$ cat src/rtl/fifo_wr_arbiter.sv
// fifo_wr_arbiter: round-robin burst arbiter sharing one FIFO push port; FIFO_ARB_STATS_EN adds per-requester beat counters
module fifo_wr_arbiter #(
    parameter int N_REQ     = 4,
    parameter int W_DATA    = 8,
    parameter int MAX_BURST = 4,
    localparam int GW = (N_REQ > 2) ? $clog2(N_REQ) : 1,
    localparam int CW = $clog2(MAX_BURST + 1)
) (
    input  logic                      clk,
    input  logic                      rst_n,
    input  logic [N_REQ-1:0]          req_valid,
    input  logic [N_REQ*W_DATA-1:0]   req_data,
    output logic [N_REQ-1:0]          req_ready,
    input  logic                      fifo_full,
    output logic                      fifo_push,
    output logic [W_DATA-1:0]         fifo_data,
    output logic [GW-1:0]             grant_id,
`ifdef FIFO_ARB_STATS_EN
    output logic                      grant_valid,
    input  logic                      stat_clr,
    output logic [N_REQ*16-1:0]       stat_cnt
`else
    output logic                      grant_valid
`endif
);
    typedef enum logic {IDLE, BURST} state_t;
    state_t          state;
    logic [GW-1:0]   rr_ptr, owner, win, sel, idx;
    logic [GW:0]     sum;
    logic [CW-1:0]   burst_cnt;
    logic            win_found, push;
    logic [W_DATA-1:0] data_arr [N_REQ];

    function automatic logic [GW-1:0] nxt(input logic [GW-1:0] x);
        return (x == GW'(N_REQ - 1)) ? '0 : x + 1'b1;
    endfunction

    for (genvar i = 0; i < N_REQ; i++) begin : g_unpack
        assign data_arr[i] = req_data[i*W_DATA +: W_DATA];
    end

    // Winner is the first valid requester at or after rr_ptr, wrapping by compare
    always_comb begin
        win_found = 1'b0;
        win = '0;
        sum = '0;
        idx = '0;
        for (int k = N_REQ - 1; k >= 0; k--) begin
            sum = {1'b0, rr_ptr} + (GW+1)'(k);
            idx = (sum >= (GW+1)'(N_REQ)) ? GW'(sum - (GW+1)'(N_REQ)) : GW'(sum);
            if (req_valid[idx]) begin
                win_found = 1'b1;
                win = idx;
            end
        end
    end

    assign sel  = (state == BURST) ? owner : win;
    assign push = rst_n && !fifo_full && ((state == BURST) ? req_valid[sel] : win_found);

    // Zero-latency FIFO write side; ready goes only to the selected requester
    always_comb begin
        req_ready = '0;
        if (rst_n && !fifo_full && (state == BURST || win_found)) req_ready[sel] = 1'b1;
        fifo_push   = push;
        grant_valid = push;
        grant_id    = push ? sel : '0;
        fifo_data   = push ? data_arr[sel] : '0;
    end

    // Sequencing: grant in IDLE, stream in BURST until max length or owner drops valid
    always_ff @(posedge clk) begin
        if (!rst_n) begin
            state     <= IDLE;
            rr_ptr    <= '0;
            owner     <= '0;
            burst_cnt <= '0;
        end else if (state == IDLE) begin
            if (push) begin
                if (MAX_BURST == 1) begin
                    rr_ptr <= nxt(win);
                end else begin
                    state     <= BURST;
                    owner     <= win;
                    burst_cnt <= CW'(1);
                end
            end
        end else if (!req_valid[owner] || (push && burst_cnt == CW'(MAX_BURST - 1))) begin
            state     <= IDLE;
            rr_ptr    <= nxt(owner);
            burst_cnt <= '0;
        end else if (push) begin
            burst_cnt <= burst_cnt + 1'b1;
        end
    end

`ifdef FIFO_ARB_STATS_EN
    for (genvar i = 0; i < N_REQ; i++) begin : g_stat
        logic [15:0] cnt;
        // Saturating accepted-beat counter; clear beats a same-cycle push
        always_ff @(posedge clk) begin
            if (!rst_n || stat_clr) cnt <= '0;
            else if (push && grant_id == GW'(i) && cnt != 16'hFFFF) cnt <= cnt + 1'b1;
        end
        assign stat_cnt[i*16 +: 16] = cnt;
    end
`endif
endmodule

$ cat config.mk
export PLATFORM = sky130hd
export DESIGN_NAME = fifo_wr_arbiter
export DESIGN_NICKNAME = d
export VERILOG_FILES = /design/src/rtl/fifo_wr_arbiter.sv
export SDC_FILE = /design/constraint.sdc
export NUM_CORES = 1
export LEC_CHECK = 0
export CAP_MARGIN = 40
export CELL_PAD_IN_SITES_DETAIL_PLACEMENT = 1
export CELL_PAD_IN_SITES_GLOBAL_PLACEMENT = 1
export CORE_ASPECT_RATIO = 1.5
export CORE_MARGIN = 4
export CORE_UTILIZATION = 26
export CTS_BUF_LIST = sky130_fd_sc_hd__clkbuf_8
export CTS_CLUSTER_DIAMETER = 200
export DETAILED_ROUTE_END_ITERATION = 8
export PLACE_DENSITY_LB_ADDON = 0.1
export SYNTH_ARGS = -nofsm -noshare
export SYNTH_HDL_FRONTEND = slang
export SYNTH_SLANG_ARGS = --single-unit
export TNS_END_PERCENT = 30
$ cat constraint.sdc
create_clock -name clk -period 2 [get_ports clk]
set_input_delay 0.3 -clock clk [delete_from_list [all_inputs] [get_ports clk]]
set_output_delay 0.3 -clock clk [all_outputs]
set_load 0.03 [all_outputs]
=== Yosys cells after proc, flatten, opt, wreduce, memory -nomap -nowiden ===
Cells that the tools add are included.
Widths: inputs -> output; s select.

* Bits in registers: 8
* Bits of input ports: 39
* Output and inout port bits: 16
* Logic and storage cells: 85

* Add/subtract/negate cells: 9
* Order comparisons: 12
* Equal/unequal tests: 2
* Mux-type cells: 42
* Bitwise logic cells: 2
* Reduce and logical (&&, ||, !) cells: 14

{| class="wikitable"
|+ Operators by type and width
! operator !! count
|-
| $mux 8 || 3
|-
| $mux 2 || 11
|-
| $lt 2x3->1 const B || 6
|-
| $bmux 8 s2 || 1
|-
| $mux 1 || 15
|-
| $bmux 1 s2 || 6
|-
| $ge 3x3->1 const B || 4
|-
| $mux 3 || 4
|-
| $sub 2x1->2 const B || 4
|-
| $add 2x2->3 const B || 2
|-
| $reduce_and 2->1 || 3
|-
| $logic_and 1x1->1 || 5
|-
| $mux 4 || 1
|-
| $reduce_bool 2->1 || 2
|-
| $add 2x1->3 const B || 1
|-
| $add 3x1->3 const B || 1
|-
| $eq 3x2->1 const B || 1
|-
| $ge 2x3->1 const B || 1
|-
| $not 2->3 || 1
|-
| $add 2x1->2 const B || 1
|-
| $demux 1 s2 || 1
|-
| $eq 2x2->1 const B || 1
|-
| $ge 2x1->1 const B || 1
|-
| $logic_not 1->1 || 2
|-
| other kinds (2) || 3
|}

=== Depth between registers and ports, before layout ===
Gate-level depths: netlist of run 1.

* Depth after elaboration: 18
* Depth in mapped cells: 9
* Mapped depth without buffers: 6

=== Worst setup path after synthesis of run 1 ===
No wires, ideal clock.

* Path type: input to output
* Start point: input req_valid[1]
* End point: output grant_valid
* Data arrival time: 1.985 ns
* Required time: 1.700 ns
* Setup slack: -0.285 ns
* Stages: 9
* Path buffers: 3
* Cell sequence: buf_6 a21o_1 o211a_4 or2_4 a211o_1 buf_6 nand2_4 inv_1 buf_4

* Word-level cells in the longest chain between the ends: 11
* Elaborated cells between the ends (all ways): 21
* Classes of those cells: mux (20); reduce/logical (1)

{| class="wikitable"
|+ Ends and longest elaborated chain
! item !! line !! RTL
|-
| from (decl) || 11 || <nowiki>input logic [N_REQ-1:0] req_valid,</nowiki>
|-
| $bmux 1 s2 || 51 || <nowiki>if (req_valid[idx]) begin</nowiki>
|-
| $mux 1 (not written as such) || 51 ||
|-
| $mux 2 (4 in a row) || 51 ||
|-
| $mux 2 || 58 || <nowiki>assign sel = (state == BURST) ? owner : win;</nowiki>
|-
| $bmux 1 s2 || 59 || <nowiki>assign push = rst_n && !fifo_full && ((state == BURST) ? req_valid[sel] : win_found);</nowiki>
|-
| $mux 1 (not written as such) || 59 ||
|-
| $mux 1 (*) || 59 ||
|-
| $logic_and 1x1->1 (*) || 59 ||
|-
| to (decl) || 23 || <nowiki>output logic grant_valid</nowiki>
|}

Mark *: on every way between the ends. The rest lies on a longest branch, timed or not. The select of a mux whose other input is x is not followed.

=== Worst setup path in the final report of run 1 ===
* Start point: register rr_ptr[0]
* End point: output fifo_data[6]

* Word-level cells in the longest chain between the ends: 15
* Elaborated cells between the ends (all ways): 41
* Classes of those cells: add/sub (7); order compare (4); mux (28); bitwise (1); reduce/logical (1)

{| class="wikitable"
|+ Ends and longest elaborated chain
! item !! line !! RTL
|-
| from (decl) || 28 || <nowiki>logic [GW-1:0] rr_ptr, owner, win, sel, idx;</nowiki>
|-
| from (signal assigned) || 81 || <nowiki>rr_ptr <= nxt(win);</nowiki>
|-
| from (signal assigned) || 90 || <nowiki>rr_ptr <= nxt(owner);</nowiki>
|-
| $add 2x2->3 || 49 || <nowiki>sum = {1'b0, rr_ptr} + (GW+1)'(k);</nowiki>
|-
| $ge 3x3->1 / $sub 2x1->2 (equally long branches) || 50 || <nowiki>idx = (sum >= (GW+1)'(N_REQ)) ? GW'(sum - (GW+1)'(N_REQ)) : GW'(sum);</nowiki>
|-
| $mux 2 || 50 ||
|-
| $bmux 1 s2 || 51 ||
|-
| $mux 1 (not written as such) || 51 ||
|-
| $mux 2 (4 in a row) || 51 ||
|-
| $mux 2 || 58 ||
|-
| $bmux 1 s2 / $not 2->3 (equally long branches) || 59, 68 ||
|-
| $mux 1 (not written as such) / $bmux 8 s2 (equally long branches) || 59, 68 ||
|-
| $mux 1 / $mux 8 (equally long branches) || 59, 68 ||
|-
| $logic_and 1x1->1 / $mux 8 (equally long branches) || 59, 68 ||
|-
| $mux 8 (*) || 68 || <nowiki>fifo_data = push ? data_arr[sel] : '0;</nowiki>
|-
| to (decl) || 16 || <nowiki>output logic [W_DATA-1:0] fifo_data,</nowiki>
|}

Marked as above.

==> Implementation_results.wiki, run 1 <==
{| class="wikitable"
! Metric !! Value
|-
| Synth Net Count || 153
|-
| Post-layout worst setup margin || -412 ps
|-
| Post-synthesis adder-cell area fraction || 3.69%
|-
| Post-synthesis instance area || 1020 um^2
|-
| Number of DRC markers after the initial detailed-route iteration || 21
|-
| Hold/Removal Path Class || reg -> reg
|-
| Critical path endpoint category || output port
|-
| Bufs on Longest Clock Path || 2
|-
| Commonest non-fill, non-tap cell in the layout || clkdlybuf4s50_1
|-
| Power Density || roughly 420 nW/um^2
|-
| Crit Reg-Reg Endpoint || burst_cnt[0]
|-
| Clock tree from TritonCTS || built
|-
| Final core area utilization || between 50% and 60%
|-
| CTS sink count || 8
|-
| Startpoint types || flip-flop
|-
| Half-perimeter wire length after detailed placement || 3410 um
|-
| Last weighted congestion value of the routability-driven placer || 0.833
|-
| Post-placement cell area || around 1800 um^2
|-
| Share of synthesized area occupied by flip-flops and latches || 15.7%
|-
| Worst Hold Endpoint || burst_cnt[1]
|-
| Top FF cell, synth || dfxtp_1
|-
| Max-slew violation total from the final report || 0
|-
| Fin Clk Skew || 4.33 ps
|-
| Final instance area || 2100 um^2
|-
| Final standard cell count with taps included and fillers excluded || 242
|-
| Clock transition at the registers of the reported paths || ~40 ps
|-
| Highest clock rate || 415 MHz
|-
| Number of maximum-capacitance violations || 0
|-
| Core region area || 3720 um^2
|-
| Number of CTS-inserted buffers || 3
|-
| Flip-flop and latch count after synthesis || 8
|-
| Fraction of registers with async set/reset || 0%
|-
| Final critical path time including I/O delays and setup || 2410 ps
|-
| Antenna Cells || 0
|-
| Final TNS setup || -5120 ps
|-
| Wire length of the first global-routing pass || 6700 um
|-
| Number of levels the H-tree was split into || 1
|-
| Effective utilization at floorplan || between 20% and 30%
|-
| Largest driver fanout on the critical path || 9
|-
| Clock latency on the worst-skew pair || 230 ps
|-
| Post-route DRC || 0
|-
| Total routed wirelength || 4490 um
|-
| Commonest cells after routing, fill and taps aside || 34 x clkdlybuf4s50_1, 31 x buf_4, 17 x buf_6
|-
| EDFF count, synth || 0
|-
| Start-to-end type of the worst setup path || reg -> out
|-
| Outcome || complete, but fails checks
|-
| Number of buffers added on ports || 54
|-
| RSZ-0062 raised after global routing || true
|-
| Global-route usage over all layers || 17.3%
|-
| Max_slew headroom || 77.9%
|-
| Vias in the first global route || 1414
|-
| Register-to-Register Setup Slack || -130 ps
|-
| Setup violations, final || 20
|-
| Portion of netlist area occupied by mux cells || 24.8%
|-
| Arrival time reported for the critical path endpoint || 2110 ps
|-
| Critical hold path startpoint || burst_cnt[1]
|-
| Largest family of logic cells by synthesized area || simple AND/OR/NAND/NOR gates
|-
| Total power || 878 uW
|-
| CTS Hold Bufs || 0
|-
| DR vias || 1273
|-
| Launch instance of the worst register-to-register path || rr_ptr[0]
|-
| Die Y-Extent || 84.6 um
|-
| Maximum number of pins on one net before global-route repair || 11
|-
| Number of ports placed on the die boundary || 55
|-
| Static Leak || 0.901 nW
|-
| Failing checks || setup timing
|-
| Vias per inst || 5.26
|-
| VDD IR max || 340 uV
|-
| Hold Crit Depth || 2
|-
| Count of TritonRoute iterations in the first routing pass || 4
|-
| Transition time at the pin with the least slew margin || about 330 ps
|-
| Number of nets in the layout || 243
|-
| Post-synthesis compound-gate area fraction || 18.8%
|-
| Synthesized-area fraction occupied by and/or/nand/nor cells || between 30% and 40%
|-
| Required time worst endpoint || ~1700 ps
|-
| Yosys warnings || 0
|-
| Number of antenna violations at the first check in global routing || 0
|-
| Wirelength per Cell || 18.5 um
|-
| Worst slack on hold paths || about 470 ps
|-
| Number of instances in the synthesized netlist || between 100 and 150
|-
| Core Rows || 27
|-
| Mean post-synth cell area || 9.16 um^2
|-
| Area of the die || 5000 um^2
|-
| Share of the clock period used by the worst path after layout || 121%
|-
| Clock tree root driver cell || clkbuf_8
|-
| Worst Reg2Reg Path Length in Cells || 10
|-
| Fraction of synthesized cell area in xor and xnor cells || 0%
|-
| Setup WS pre-CTS || -1190 ps
|-
| Number of cells in the design after placement || 228
|-
| Post-route antenna net violation count || 0
|-
| Final-report hold violation count || 0
|-
| Fraction of layout instances using a drive strength above 1 || 53.3%
|-
| Total grt overflow || 0
|-
| Distinct cell type count after synthesis || 42
|-
| Area growth from synthesis to final layout || 106%
|-
| Width of the die || 59.1 um
|}
Yosys cell counts, types with 2 or more instances:
cell	instances	area [um^2]
nor2b_1	3	18.8
buf_6	2	22.5
a21oi_1	5	25.0
or3b_2	2	17.5
a21boi_1	2	15.0
and3_1	8	50.1
dfxtp_1	8	160
mux4_2	9	203
nor3_1	3	15.0
buf_2	3	15.0
inv_1	3	11.3
nand2b_1	10	62.6
mux2i_1	5	50.1
nand2_1	9	33.8
ha_1	3	37.5
nor2_1	10	37.5
worst max path at each step:
stage / start / slack (ps) / to / depth (start not counted)
final: rr_ptr[0] / -410 / fifo_data[6] / 7
after global routing: rr_ptr[0] / -480 / fifo_data[7] / 7
after CTS: rr_ptr[0] / -440 / grant_id[1] / 10
after detailed placement: req_valid[0] / -1190 / fifo_data[0] / 8
after global placement: req_valid[1] / -1200 / fifo_data[2] / 9
after floorplan: req_valid[1] / -280 / grant_valid / 9
critical path, stage by stage (launching register included):
cell,delay (ps)
dfxtp_4,380
nor2b_2,60
o311a_4,330
nor2_4,130
buf_12,140
mux4_2,500
and3_4,200
buf_6,130
what timing repair did:
action                                  CTS  global route
pin swaps                                 3            10
cloned                                    0             1
gates resized for setup                  93            33
endpoints found under the setup margin   22            22
buffers inserted                          5             5
metal layers:
metal	vias to the layer above	routed length, um	track usage [%]
li1	596	-	-
met1	615	1600	16.0
met2	50	2570	35.4
met3	12	202	2.92
met4	0	116	5.57
met5	-	0	0
cell type report:
type | instances | area (um^2)
fillers | 410 | 1620
multi-input cells | 94 | 937
repair buffers | 91 | 885
flip-flops and latches | 8 | 169
well taps | 43 | 53.8
clock buffers | 3 | 41.3
inverters | 3 | 11.3
state kept, by name (all words and copies together), names as in the netlist:
name	flops
owner	2
burst_cnt	3
rr_ptr	2
state	1
report_power, final:
group | leakage [nW] | internal, mW | switching, mW
clock network | 0.0216 | 0.131 | 0.0665
logic | 0.813 | 0.297 | 0.208
registers | 0.0669 | 0.166 | 0.0104
total | 0.901 | 0.593 | 0.285
logic make-up (layout without fill, tap and decap cells):
| kind of cell | Yosys count | in the layout |
|---|---|---|
| AO/OA/AOI/OAI | 21 | 22 |
| adder cells (fa/ha/maj) | 3 | 3 |
| buffers and inverters | 10 | 97 |
| flip-flops | 8 | 8 |
| multiplexers | 14 | 14 |
| AND/OR/NAND/NOR | 55 | 55 |
Note: power is estimated with default switching activity, not from simulation.
==> run 2: changes to the inputs <==
CORE_MARGIN = not set   (was 4)
CTS_CLUSTER_DIAMETER = 120   (was 200)
==> run 2 against run 1 <==
Effect of this change: final area increased by 2.7%; the run still ends with setup timing left; power increased by 1.3%; die area decreased by 17%; critical path depth unchanged; clock skew decreased by 2.9 ps; via count decreased by 2.4%; non-clock buffer count increased by 2; worst hold slack improved by 0.66 ps; combinational power increased by 3%; global-route usage increased by 3.6 points; clock-buffer cell count unchanged.
==> Implementation_results.wiki, run 2 (synthesized netlist as in run 1, its figures left out) <==
{| class="wikitable"
! Metric !! Value
|-
| Count of TritonRoute iterations in the first routing pass || 4
|-
| Clock latency on the worst-skew pair || 230 ps
|-
| DR vias || about 1200
|-
| VDD IR max || 547 uV
|-
| Max-slew violation total from the final report || 0
|-
| Final critical path time including I/O delays and setup || approximately 2500 ps
|-
| Final-report hold violation count || 0
|-
| Number of maximum-capacitance violations || 0
|-
| Total routed wirelength || 4400 um
|-
| Wire length of the first global-routing pass || 6420 um
|-
| Maximum number of pins on one net before global-route repair || 12
|-
| Bufs on Longest Clock Path || 2
|-
| Number of CTS-inserted buffers || 3
|-
| Post-placement cell area || 1800 um^2
|-
| Share of the clock period used by the worst path after layout || 123%
|-
| Number of cells in the design after placement || 227
|-
| Post-route DRC || 0
|-
| Clock transition at the registers of the reported paths || about 40 ps
|-
| Core Rows || 27
|-
| Worst slack on hold paths || 473 ps
|-
| Arrival time reported for the critical path endpoint || 2160 ps
|-
| Fraction of layout instances using a drive strength above 1 || 53.5%
|-
| CTS Hold Bufs || 0
|-
| Largest Register || burst_cnt
|-
| CTS sink count || 8
|-
| Transition time at the pin with the least slew margin || 326 ps
|-
| Setup WS pre-CTS || -1220 ps
|-
| Commonest non-fill, non-tap cell in the layout || clkdlybuf4s50_1
|-
| Failing checks || setup timing
|-
| Width of the die || 53.1 um
|-
| Buffers plus inverters on the worst setup path || 2
|-
| Number of levels the H-tree was split into || 1
|-
| Required time worst endpoint || 1700 ps
|-
| Total power || 890 uW
|-
| Startpoint types || flip-flop
|-
| Wirelength per Cell || 18.1 um
|-
| Half-perimeter wire length after detailed placement || roughly 3200 um
|-
| Post-layout worst setup margin || -455 ps
|-
| Number of buffers added on ports || 54
|-
| Largest registers || burst_cnt: 3 flops, owner: 2 flops, rr_ptr: 2 flops
|-
| Number of antenna violations at the first check in global routing || 0
|-
| Vias per inst || between 5 and 6
|-
| Critical path endpoint category || output port
|-
| Cell with the biggest individual delay on the critical path || mux4_2
|-
| RSZ-0062 raised after global routing || true
|-
| Vias in the first global route || 1317
|-
| Die Y-Extent || around 79 um
|-
| Area of the die || 4170 um^2
|-
| Worst stage delay on the critical path || 500 ps
|-
| Outcome || complete, but fails checks
|-
| Hold/Removal Path Class || reg -> reg
|-
| Final standard cell count with taps included and fillers excluded || 243
|-
| Number of nets in the layout || 244
|-
| Cell family with the largest share of critical-path delay || multiplexers
|-
| Setup violations, final || 20
|-
| Area growth from synthesis to final layout || 112%
|-
| Post-route antenna net violation count || 0
|-
| Final core area utilization || 57.9%
|-
| Static Leak || 0.922 nW
|-
| Fin Clk Skew || 1.40 ps
|-
| Start-to-end type of the worst setup path || reg -> out
|-
| Final TNS setup || -6550 ps
|-
| Antenna Cells || 0
|-
| Highest clock rate || about 400 MHz
|-
| Final instance area || 2150 um^2
|-
| Largest driver fanout on the critical path || 6
|-
| Number of ports placed on the die boundary || 55
|-
| Global-route usage over all layers || 20.9%
|-
| Number of DRC markers after the initial detailed-route iteration || 12
|-
| Number of flip-flops under the largest register name || 3
|-
| Max_slew headroom || 78.0%
|-
| Power Density || 413 nW/um^2
|-
| Critical path, cell by cell || nor2b_4, o311a_4, nor2_4, clkbuf_16, mux4_2, and3_4, buf_6
|-
| Clock tree root driver cell || clkbuf_8
|-
| Total grt overflow || 0
|-
| Effective utilization at floorplan || between 20% and 30%
|-
| Commonest cells after routing, fill and taps aside || 34 x clkdlybuf4s50_1, 31 x buf_4, 16 x buf_6
|-
| Clock tree from TritonCTS || built
|-
| Core region area || 3720 um^2
|-
| Last weighted congestion value of the routability-driven placer || 0.758
|}
-- run 2: cell count changes in the layout (fill, tap and decap cells not counted), moves of 2 or more --
cell,before,now
clkdlybuf4s15_2,0,3
and3_4,6,8
nor2_1,7,5
and3_1,2,0
-- run 2: worst register-to-register path: cells and delay by family, from the launching register on --
family | cells | cell delay [ps]
compound gates | 4 | 970
buf+inv | 3 | 410
flops | 1 | 350
simple gates | 1 | 270
mux | 1 | 200
-- run 2: what timing repair did --
item | 4_1_cts | 5_1_grt
cloned | 1 | 0
setup endpoints to repair | 23 | 22
gates resized for setup | 92 | 33
pin swaps | 9 | 13
setup buffers | 3 | 9
-- run 2: metal layers --
layer  vias to the layer above  wire (um)  share of wire [%]  track usage, %
met2                        38       2690                 61            44.7
met1                       609       1500                 34            19.6
li1                        596          -                  -               -
met4                         0          0                  0               0
met3                         0        205                4.7            4.65
met5                         -          0                  0               0
-- run 2: worst paths after layout --
| kind | depth (start not counted) | slack, ps | endpoint | startpoint |
|---|---|---|---|---|
| worst max register to register | 9 | -280 | rr_ptr[0] | rr_ptr[1] |
| worst max-delay path | 7 | -460 | fifo_data[5] | rr_ptr[0] |
| worst min-delay path | 2 | 470 | burst_cnt[1] | burst_cnt[1] |
| worst min register to register | 2 | 470 | burst_cnt[1] | burst_cnt[1] |
-- run 2: area by class of cell --
class                   count  area (um^2)
fillers                   414         1560
inverters                   3         11.3
repair buffers             93          927
well taps                  43         53.8
multi-input cells          93          951
clock buffers               3         41.3
flip-flops and latches      8          169
-- run 2: power by group --
part           internal, mW  switching [mW]
logic                 0.307           0.210
clock network         0.131          0.0656
registers             0.166          0.0102
total                 0.603           0.286
==> run 3: changes to the inputs <==
==> constraint.sdc (replaced) <==
create_clock -name clk -period 2 [get_ports clk]
set_input_delay 0.4 -clock clk [delete_from_list [all_inputs] [get_ports clk]]
set_output_delay 0.4 -clock clk [all_outputs]
set_load 0.03 [all_outputs]
==> run 3 against run 2 <==
Effect of this change: the flow still finishes with violations (setup timing); sequential cell count unchanged; wire length up 6.7%; non-clock buffer count unchanged; clock power up 3%; critical path type unchanged; critical path depth unchanged; clock-buffer cell count unchanged; largest cell class unchanged; register-to-register slack better by 90 ps; via count up 2.9%; combinational power up 4%; clock skew up 1.8 ps.
==> Implementation_results.wiki, run 3 (synthesized netlist as in run 1, its figures left out) <==
{| class="wikitable"
! Metric !! Value
|-
| Number of antenna violations at the first check in global routing || 0
|-
| Largest Register || burst_cnt
|-
| Wire length of the first global-routing pass || between 6000 and 7000 um
|-
| Commonest cells after routing, fill and taps aside || 34 x clkdlybuf4s50_1, 30 x buf_4, 22 x buf_6
|-
| Fin Clk Skew || 3.16 ps
|-
| Fraction of layout instances using a drive strength above 1 || ~53%
|-
| Post-layout worst setup margin || -571 ps
|-
| VDD IR max || ~270 uV
|-
| Maximum number of pins on one net before global-route repair || 11
|-
| Proportion of power drawn by combinational gates || 58.6%
|-
| Internal Pwr Total || 616 uW
|-
| Power Density || 420 nW/um^2
|-
| Vias in the first global route || 1410
|-
| Max-slew violation total from the final report || 0
|-
| Worst Reg2Reg Path Length in Cells || 10
|-
| Launch instance of the worst register-to-register path || rr_ptr[0]
|-
| Number of levels the H-tree was split into || 1
|-
| Number of nets in the layout || 245
|-
| RSZ-0062 raised after global routing || true
|-
| Antenna Cells || 0
|-
| Clock transition at the registers of the reported paths || 40 ps
|-
| Half-perimeter wire length after detailed placement || between 3000 and 4000 um
|-
| Outcome || complete, but fails checks
|-
| Largest driver fanout on the critical path || 5
|-
| Vias per inst || approximately 5.2
|-
| Required time worst endpoint || 1600 ps
|-
| Critical path, cell by cell || nor2b_4, o311a_4, nor2_4, clkbuf_16, mux4_2, and3_1, buf_6
|-
| Beginning of the critical path || rr_ptr[0]
|-
| Area of the die || 4170 um^2
|-
| Commonest non-fill, non-tap cell in the layout || clkdlybuf4s50_1
|-
| Number of buffers added on ports || 54
|-
| Last weighted congestion value of the routability-driven placer || 0.753
|-
| Number of CTS-inserted buffers || 3
|-
| Width of the die || between 50 and 60 um
|-
| Post-route antenna net violation count || 0
|-
| Clock latency on the worst-skew pair || 230 ps
|-
| CTS sink count || 8
|-
| Count of TritonRoute iterations in the first routing pass || 5
|-
| Global-route usage over all layers || 22.2%
|-
| Number of ports placed on the die boundary || 55
|-
| Share of the clock period used by the worst path after layout || 129%
|-
| Effective utilization at floorplan || roughly 27%
|-
| Hold/Removal Path Class || reg -> reg
|-
| Crit Reg-Reg Endpoint || burst_cnt[0]
|-
| Bufs on Longest Clock Path || 2
|-
| Final core area utilization || 58.6%
|-
| Area growth from synthesis to final layout || 114%
|-
| Total power || slightly above 900 uW
|-
| Clock network fraction of total power || 22.1%
|-
| Static Leak || 0.934 nW
|-
| Die Y-Extent || around 80 um
|-
| Part of the power in registers || 19.3%
|-
| Failing checks || setup timing
|-
| Post-route DRC || 0
|-
| Final critical path time including I/O delays and setup || 2570 ps
|-
| Wirelength per Cell || 19.3 um
|-
| Transition time at the pin with the least slew margin || 468 ps
|-
| Number of flip-flops under the largest register name || 3
|-
| Core Rows || 27
|-
| Clock tree root driver cell || clkbuf_8
|-
| Total grt overflow || 0
|-
| Clock tree from TritonCTS || built
|-
| Largest registers || burst_cnt: 3 flops, owner: 2 flops, rr_ptr: 2 flops
|-
| Startpoint types || flip-flop
|-
| Total routed wirelength || about 4700 um
|-
| End point of the critical path || fifo_data[7]
|-
| Worst slack on hold paths || roughly 470 ps
|-
| Number of DRC markers after the initial detailed-route iteration || 16
|-
| Final-report hold violation count || 0
|-
| Core region area || 3720 um^2
|-
| Cell with the biggest individual delay on the critical path || mux4_2
|-
| P_sw || 298 uW
|-
| Critical path endpoint category || output port
|-
| Final standard cell count with taps included and fillers excluded || 244
|-
| Number of cells in the design after placement || 227
|-
| DR vias || 1279
|-
| Register-to-Register Setup Slack || -190 ps
|-
| CTS Hold Bufs || 0
|-
| Highest clock rate || 389 MHz
|-
| Number of maximum-capacitance violations || 0
|-
| Max_slew headroom || 68.5%
|-
| Arrival time reported for the critical path endpoint || 2170 ps
|-
| Setup violations, final || 20
|-
| Start-to-end type of the worst setup path || reg -> out
|-
| Switching share of total power || 32.6%
|-
| Worst stage delay on the critical path || between 400 and 500 ps
|}
## run 3: cell type report
| class | instances | area, um^2 |
|---|---|---|
| clock buffers | 3 | 41.3 |
| fillers | 405 | 1540 |
| inverters | 3 | 11.3 |
| multi-input cells | 94 | 952 |
| flip-flops and latches | 8 | 169 |
| well taps | 43 | 53.8 |
| repair buffers | 93 | 951 |
## run 3: worst max-delay path: cells and delay by family (launching register included)
kind	cells	cell delay (ps)
compound gates	1	330
simple gates	3	430
flops	1	390
mux	1	480
buf+inv	2	300
## run 3: what timing repair did
| item | in CTS | in global routing |
|---|---|---|
| setup buffers | 9 | 3 |
| setup endpoints to repair | 24 | 22 |
| pin swaps | 6 | 11 |
| resized for setup | 116 | 22 |
| gates cloned | 2 | 1 |
## run 3: power groups by stage
| stage | Combinational, mW | Sequential (mW) | Clock (mW) |
|---|---|---|---|
| 2_1_floorplan | 0.209 | 0.176 | 0 |
| 3_3_place_gp | 0.398 | 0.179 | 0 |
| 3_5_place_dp | 0.410 | 0.179 | 0 |
| 4_1_cts | 0.497 | 0.176 | 0.206 |
| 5_1_grt | 0.564 | 0.177 | 0.211 |
| 6_report | 0.536 | 0.177 | 0.202 |
## run 3: how the worst min path moves through the flow
stage                         endpoint         start  slack, ps  cells past startpoint
after floorplan           burst_cnt[2]  burst_cnt[2]        440                      2
after global placement    burst_cnt[2]  burst_cnt[2]        450                      2
after detailed placement  burst_cnt[1]  burst_cnt[1]        470                      2
after CTS                 burst_cnt[2]  burst_cnt[2]        480                      2
after global routing      burst_cnt[1]  burst_cnt[1]        500                      2
final                     burst_cnt[1]  burst_cnt[1]        470                      2
## run 3: metrics by stage
stage                     setup TNS (ps)  worst slack (ps)  cell area [um^2]
after global placement            -22070             -1360              1800
after CTS                          -8660              -604              2090
after detailed placement          -23710             -1440              1800
after floorplan                    -4840              -482              1030
final                              -8020              -571              2180
after global routing               -9080              -603              2180
## run 3: layer usage
layer / vias to the layer above / GRT usage, % / part of all wire [%]
met3: 5 / 3.49 / 4.4
met1: 626 / 19.7 / 34
li1: 602 / - / -
met2: 46 / 47.8 / 61
met4: 0 / 3.95 / 1.2
met5: - / 0 / 0
